$ cat config.mk
export PLATFORM = sky130hd
export DESIGN_NAME = mesi_isc_broad_fifo
export DESIGN_NICKNAME = d
export VERILOG_FILES = /design/src/rtl/mesi_isc_broad_fifo.sv
export SDC_FILE = /design/constraint.sdc
export NUM_CORES = 1
export LEC_CHECK = 0
export CAP_MARGIN = 10
export CORE_MARGIN = 4
export CORE_UTILIZATION = 40
export DETAILED_ROUTE_END_ITERATION = 8
export HOLD_SLACK_MARGIN = 0.08
export PLACE_DENSITY_LB_ADDON = 0.12
export SYNTH_ARGS = -nofsm -noshare
export SYNTH_HDL_FRONTEND = slang
export SYNTH_SLANG_ARGS = --single-unit
$ cat constraint.sdc
create_clock -name clk -period 1.5 [get_ports clk]
set_input_delay 0.3 -clock clk [delete_from_list [all_inputs] [get_ports clk]]
set_output_delay 0.3 -clock clk [all_outputs]
set_load 0.05 [all_outputs]
$ cat src/rtl/mesi_isc_broad_fifo.sv
// Show-ahead broadcast request queue between the main controller and the broadcast controller.
// Define MESI_ISC_BROAD_FIFO_ERR_EN to add the sticky overflow/underflow outputs.
module mesi_isc_broad_fifo #(
    parameter int ADDR_WIDTH       = 32,
    parameter int BROAD_TYPE_WIDTH = 2,
    parameter int BROAD_ID_WIDTH   = 5,
    parameter int FIFO_SIZE_LOG2   = 2
) (
    input  logic                        clk,
    input  logic                        rst,
    input  logic                        wr_i,
    input  logic [ADDR_WIDTH-1:0]       broad_addr_i,
    input  logic [BROAD_TYPE_WIDTH-1:0] broad_type_i,
    input  logic [1:0]                  broad_cpu_id_i,
    input  logic [BROAD_ID_WIDTH-1:0]   broad_id_i,
    input  logic                        rd_i,
    output logic [ADDR_WIDTH-1:0]       broad_addr_o,
    output logic [BROAD_TYPE_WIDTH-1:0] broad_type_o,
    output logic [1:0]                  broad_cpu_id_o,
    output logic [BROAD_ID_WIDTH-1:0]   broad_id_o,
    output logic                        fifo_status_empty_o,
    output logic                        fifo_status_full_o,
`ifdef MESI_ISC_BROAD_FIFO_ERR_EN
    output logic                        fifo_overflow_o,
    output logic                        fifo_underflow_o,
`endif
    output logic [FIFO_SIZE_LOG2:0]     fifo_count_o
);

    localparam int DEPTH = 1 << FIFO_SIZE_LOG2;
    localparam int PTR_W = FIFO_SIZE_LOG2;
    localparam int CNT_W = FIFO_SIZE_LOG2 + 1;

    localparam logic [PTR_W-1:0] PTR_ONE  = PTR_W'(1);
    localparam logic [CNT_W-1:0] CNT_ONE  = CNT_W'(1);
    localparam logic [CNT_W-1:0] CNT_FULL = CNT_W'(DEPTH);

    typedef struct packed {
        logic [ADDR_WIDTH-1:0]       addr;
        logic [BROAD_TYPE_WIDTH-1:0] btype;
        logic [1:0]                  cpu_id;
        logic [BROAD_ID_WIDTH-1:0]   id;
    } entry_t;

    entry_t           mem_q [DEPTH];
    entry_t           mem_d [DEPTH];
    logic [PTR_W-1:0] wr_ptr_q, wr_ptr_d;
    logic [PTR_W-1:0] rd_ptr_q, rd_ptr_d;
    logic [CNT_W-1:0] count_q, count_d;
    logic             empty_q, empty_d;
    logic             full_q, full_d;
    logic             push_ok;
    logic             pop_ok;

    // NOTE: every always_comb output gets a default first so no path leaves it unassigned (no latch).
    always_comb begin
        mem_d    = mem_q;
        wr_ptr_d = wr_ptr_q;
        rd_ptr_d = rd_ptr_q;
        count_d  = count_q;

        // A pop in the same cycle frees the slot a push into a full queue needs.
        push_ok = wr_i && (!full_q || rd_i);
        pop_ok  = rd_i && !empty_q;

        if (push_ok) begin
            mem_d[wr_ptr_q] = '{addr:   broad_addr_i,
                                btype:  broad_type_i,
                                cpu_id: broad_cpu_id_i,
                                id:     broad_id_i};
            wr_ptr_d = wr_ptr_q + PTR_ONE;
        end
        if (pop_ok) begin
            rd_ptr_d = rd_ptr_q + PTR_ONE;
        end

        if (push_ok && !pop_ok) begin
            count_d = count_q + CNT_ONE;
        end else if (pop_ok && !push_ok) begin
            count_d = count_q - CNT_ONE;
        end

        empty_d = (count_d == '0);
        full_d  = (count_d == CNT_FULL);
    end

    // NOTE: state flops use non-blocking assignments so every flop samples pre-edge values.
    always_ff @(posedge clk or negedge rst) begin
        if (!rst) begin
            // NOTE: storage is reset too, so the show-ahead head reads 0 after reset.
            for (int i = 0; i < DEPTH; i++) begin
                mem_q[i] <= '0;
            end
            wr_ptr_q <= '0;
            rd_ptr_q <= '0;
            count_q  <= '0;
            empty_q  <= 1'b1;
            full_q   <= 1'b0;
        end else begin
            mem_q    <= mem_d;
            wr_ptr_q <= wr_ptr_d;
            rd_ptr_q <= rd_ptr_d;
            count_q  <= count_d;
            empty_q  <= empty_d;
            full_q   <= full_d;
        end
    end

    assign broad_addr_o        = mem_q[rd_ptr_q].addr;
    assign broad_type_o        = mem_q[rd_ptr_q].btype;
    assign broad_cpu_id_o      = mem_q[rd_ptr_q].cpu_id;
    assign broad_id_o          = mem_q[rd_ptr_q].id;
    assign fifo_status_empty_o = empty_q;
    assign fifo_status_full_o  = full_q;
    assign fifo_count_o        = count_q;

`ifdef MESI_ISC_BROAD_FIFO_ERR_EN
    logic overflow_q, overflow_d;
    logic underflow_q, underflow_d;

    // Both flags are sticky until reset.
    always_comb begin
        overflow_d  = overflow_q | (wr_i & full_q & ~rd_i);
        underflow_d = underflow_q | (rd_i & empty_q);
    end

    always_ff @(posedge clk or negedge rst) begin
        if (!rst) begin
            overflow_q  <= 1'b0;
            underflow_q <= 1'b0;
        end else begin
            overflow_q  <= overflow_d;
            underflow_q <= underflow_d;
        end
    end

    assign fifo_overflow_o  = overflow_q;
    assign fifo_underflow_o = underflow_q;
`endif

endmodule
* After elaboration in Yosys (flattened, before gate mapping) *
Cells that the tools add are included.

word-level totals
  flip-flop bits (word level) = 173
  word-level logic and storage cells = 50
  bits of input ports = 45
  output and inout port bits = 46

operators by class
  add/subtract/negate cells = 4
  reduce and logical (&&, ||, !) cells = 11
  bitwise operators = 2
  order comparisons = 3
  muxes and demuxes = 8
  equality and inequality tests = 1

operator list
  kind                   number
  $bwmux W164            1
  $mux W41               3
  $bmux W41 S2           1
  $demux W41 S2          1
  $ge A3 B3 Y1 const B   2
  $mux W3                2
  $not A2 Y3             2
  $logic_and A1 B1 Y1    5
  $add A2 B1 Y2 const B  2
  $logic_not A1 Y1       4
  $add A3 B1 Y3 const B  1
  $eq A3 B3 Y1 const B   1
  $logic_not A3 Y1       1
  $lt A3 B1 Y1 const B   1
  $sub A3 B1 Y3 const B  1
  $logic_or A1 B1 Y1     1

* Longest topological paths before layout *
  depth after elaboration = 8
  depth in mapped cells = 7
  depth with buffers taken out = 7

* Least setup slack after synthesis *
OpenSTA, ideal clock, no wires.

  kind = register -> register
  start point = register count_q[0], in the netlist fifo_count_o[0]
  end point = register empty_q, in the netlist fifo_status_empty_o
  stages on the path, launching flop included = 8
  library setup time = 0.089 ns
  data required time = 1.411 ns
  slack = -0.342 ns
  clock period less this slack = 1.842 ns
  buffers on the path = 0
  arrival = 1.753 ns
  path through = dfrtp_1 > inv_1 > ha_1 > nor4bb_1 > a41oi_1 > xor2_1 > inv_1 > a211oi_1

on the way
  cells in the longest elaborated chain, start to end = 4
  elaborated cells between the ends (all ways) = 5
  classes of those cells = add/sub: 2; mux: 2; reduce/logical: 1

ends and longest elaborated chain
  element                 line  RTL
  from (decl)             49    logic [CNT_W-1:0] count_q, count_d;
  from (signal assigned)  103   count_q <= count_d;
  $sub A3 B1 Y3           80    count_d = count_q - CNT_ONE;
  $mux W3                 79    end else if (pop_ok && !push_ok) begin
  $mux W3 (*)             77    if (push_ok && !pop_ok) begin
  named net count_d[2]    49
  $logic_not A3 Y1 (*)    83    empty_d = (count_d == '0);
  named net empty_d       50    logic empty_q, empty_d;
  to (signal assigned)    104   empty_q <= empty_d;
  to (decl)               50

The timed path passes the listed nets; every way through them passes the cells marked *.
A chain may end at the register's enable or synchronous reset.

* Worst setup path in the final report *
  start point = register rd_ptr_q[0]
  end point = output port broad_addr_o[27]

on the way
  cells in the longest elaborated chain, start to end = 4

ends and longest elaborated chain
  element                           line  RTL
  from (decl)                       48    logic [PTR_W-1:0] rd_ptr_q, rd_ptr_d;
  from (signal assigned)            102   rd_ptr_q <= rd_ptr_d;
  $not A2 Y3 (not written as such)  109   assign broad_addr_o = mem_q[rd_ptr_q].addr;
  $bmux W41 S2                      109
  $mux W41 (2 in series)            -
  to (decl)                         17    output logic [ADDR_WIDTH-1:0] broad_addr_o,

Every way passes these cells. The select of a mux whose other input is x is not followed.

==> results.cfg <==
[die]
start_util_pct = 40.5
die_x_um = 148
num_rows = 51
core-area_um2 = 19400
ios = 91
die_y_um = 148
design.die.area_um2 = 22000

[timing]
rsz0062_at_grt = true
final-setup-viol-count = 148
slew_headroom_pct = 74.8
hold_viol = 0
slew_violations = 0
skew_ps = 10.1
finalCritPeriodShare_pct = 144
timing.final.crit_period_ps = 2160
tightest_slew_ps = 378
setup_tns_ps = -33350
fmax_mhz = 463
worst_slack_ps = -661
fin_hold_ws_ps = 352

[job]
drv_cap = 0

[synth]
synth_top_area_share_pct = 54.8
synth_area_leaders = dfrtp_1, mux2_2, mux4_2
netlist_area_um2 = 7860
synthCells = 453
seq_area_frac_synth_pct = 55.1
ys_ff_latch = 173
yosysTopAreaCell = dfrtp_1
synth_cell_type_count = 29
avgSynthCellArea_um2 = 17.4
synth_nets = 504
yosys_warnings = 0

[placed_design]
dp_hpwl_mm = 11.4
gp_congestion = 0.782
port-buffer-count = 90
place_inst = 823

[global_route]
grt_max_degree = 53
track_usage_pct = 17.7
grt_first_pass_wirelength_mm = 29.9
grt_util_met2_pct = 28.0
met1_usage_pct = 25.2
grt_overflow = 0
antenna_found_initial = 0
grt.busiest_layer = met2
met3_usage_pct = 3.56
grt_pass1_vias = 5121

[clock_network]
cts_tree = built
cts_buffers = 17
clock-root-buffer = clkbuf_16
htreeDepth = 4
clk_pin_slew_worst_paths_ps = 60
cts_buffer_depth = 2
cts.sinks = 173
clock_latency_ps = 430

[critical_path]
cp.arrival_ps = 1860
cp_max_fo = 8
required_ps = 1200
crit_type = flip-flop to primary output
endpoint_kind = primary output
r2r_cells = 7
start_kind = flip-flop

[final_layout]
drive_gt1_share_pct = 62.2
syn_to_final_growth_pct = 43.1
mostFrequentLayoutCells = dfrtp_1, mux2_4, buf_6
fill_cells = 1554
layout_commonest_cell = dfrtp_1
nNetsFinal = 660
antenna_cells = 0
final_cells = 886

[outcome]
status = finished, violations left
violations = negative setup slack

[worst_hold_path]
hold_path.class = input port to asynchronous set/reset pin

[drt]
initialDrtViolationCount = 170
wl_mm = 18.6
route.detailed.drc = 0
post_drt_wl_per_cell_um = 21.0
avgViaCountPerCell = 5.07
ant_nets = 0
drtPass1Iterations = 4
vias = 4492
==> sequential cells by signal (all words and copies together), names as in the netlist <==
register             flops
wr_ptr_q                 2
mem_q                  164
rd_ptr_q                 2
fifo_status_empty_o      1
fifo_status_full_o       1
fifo_count_o             3
==> cell families after synthesis <==
logic type / count (synthesis) / share of synthesized area (%)
XOR/XNOR: 4 / 0.446
buffers and inverters: 36 / 3.45
AO/OA/AOI/OAI: 12 / 1.10
flip-flops: 173 / 55.1
multiplexers: 205 / 37.4
adder cells (fa/ha/maj): 7 / 1.10
AND/OR/NAND/NOR: 16 / 1.43
==> Yosys cell counts (all sizes together) <==
library cell  number
a41oi              1
clkbuf             5
mux4              41
ha                 6
o211a              1
mux2             164
nand2              5
nand2b             3
o21ai              3
xor2               2
buf               24
and2               3
o21a               1
a21oi              1
xnor2              2
dfrtp            172
maj3               1
nor4bb             1
nor3               1
o22a               1
a211oi             3
nor2               3
o2bb2ai            1
dfstp              1
inv                7
==> path summary, 6_finish.rpt <==
kind / from / to / slack (ps)
setup / recovery: rd_ptr_q[0] / broad_addr_o[27] / -660
hold / removal: rst / mem_q[158] / 350
setup reg to reg: fifo_status_full_o / mem_q[30] / -100
hold reg to reg: mem_q[57] / mem_q[57] / 500
max in group asynchronous: rst / fifo_status_empty_o / 490
min in group clk: rd_i / rd_ptr_q[0] / 470
==> what timing repair did <==
action / 4_1_cts / 5_1_grt
hold buffers: 1 / 0
setup endpoints to repair: 158 / 211
cloned: 13 / 3
hold endpoints to repair: 30 / 0
setup buffers: 18 / 3
pin swaps: 6 / 6
gates resized for setup: 84 / 31
==> final cells by class <==
| class | instances | area [um^2] | share of cell area [%] |
|---|---|---|---|
| flip-flops and latches | 173 | 4340 | 38.6 |
| multi-input cells | 246 | 3760 | 33.5 |
| repair buffers | 164 | 2210 | 19.6 |
| clock buffers | 21 | 460 | 4.09 |
| well taps | 265 | 332 | 2.95 |
| clock inverters | 10 | 116 | 1.03 |
| inverters | 7 | 26.3 | 0.234 |
==> layer usage <==
metal	part of all wire [%]	wire length, um
met5	0	0
met4	1.2	214
met3	3.2	589
met2	48	8980
met1	47	8790
==> worst max-delay path: stages (launching register included) <==
cell,delay [ps]
dfrtp_4,490
buf_12,150
buf_12,140
mux4_2,470
buf_6,180
==> stage by stage <==
step | worst slack, ps | util, % | instance area, um^2
2_1_floorplan | -103 | - | 8280
3_3_place_gp | -450 | 50.0 | 9700
3_5_place_dp | -457 | 50.0 | 9700
4_1_cts | -695 | 57.3 | 11100
5_1_grt | -711 | 58.0 | 11200
6_report | -661 | 58.0 | 11200
Power is not shown: default switching activity piles up to over one toggle a cycle in this logic, so the estimate is an artifact.
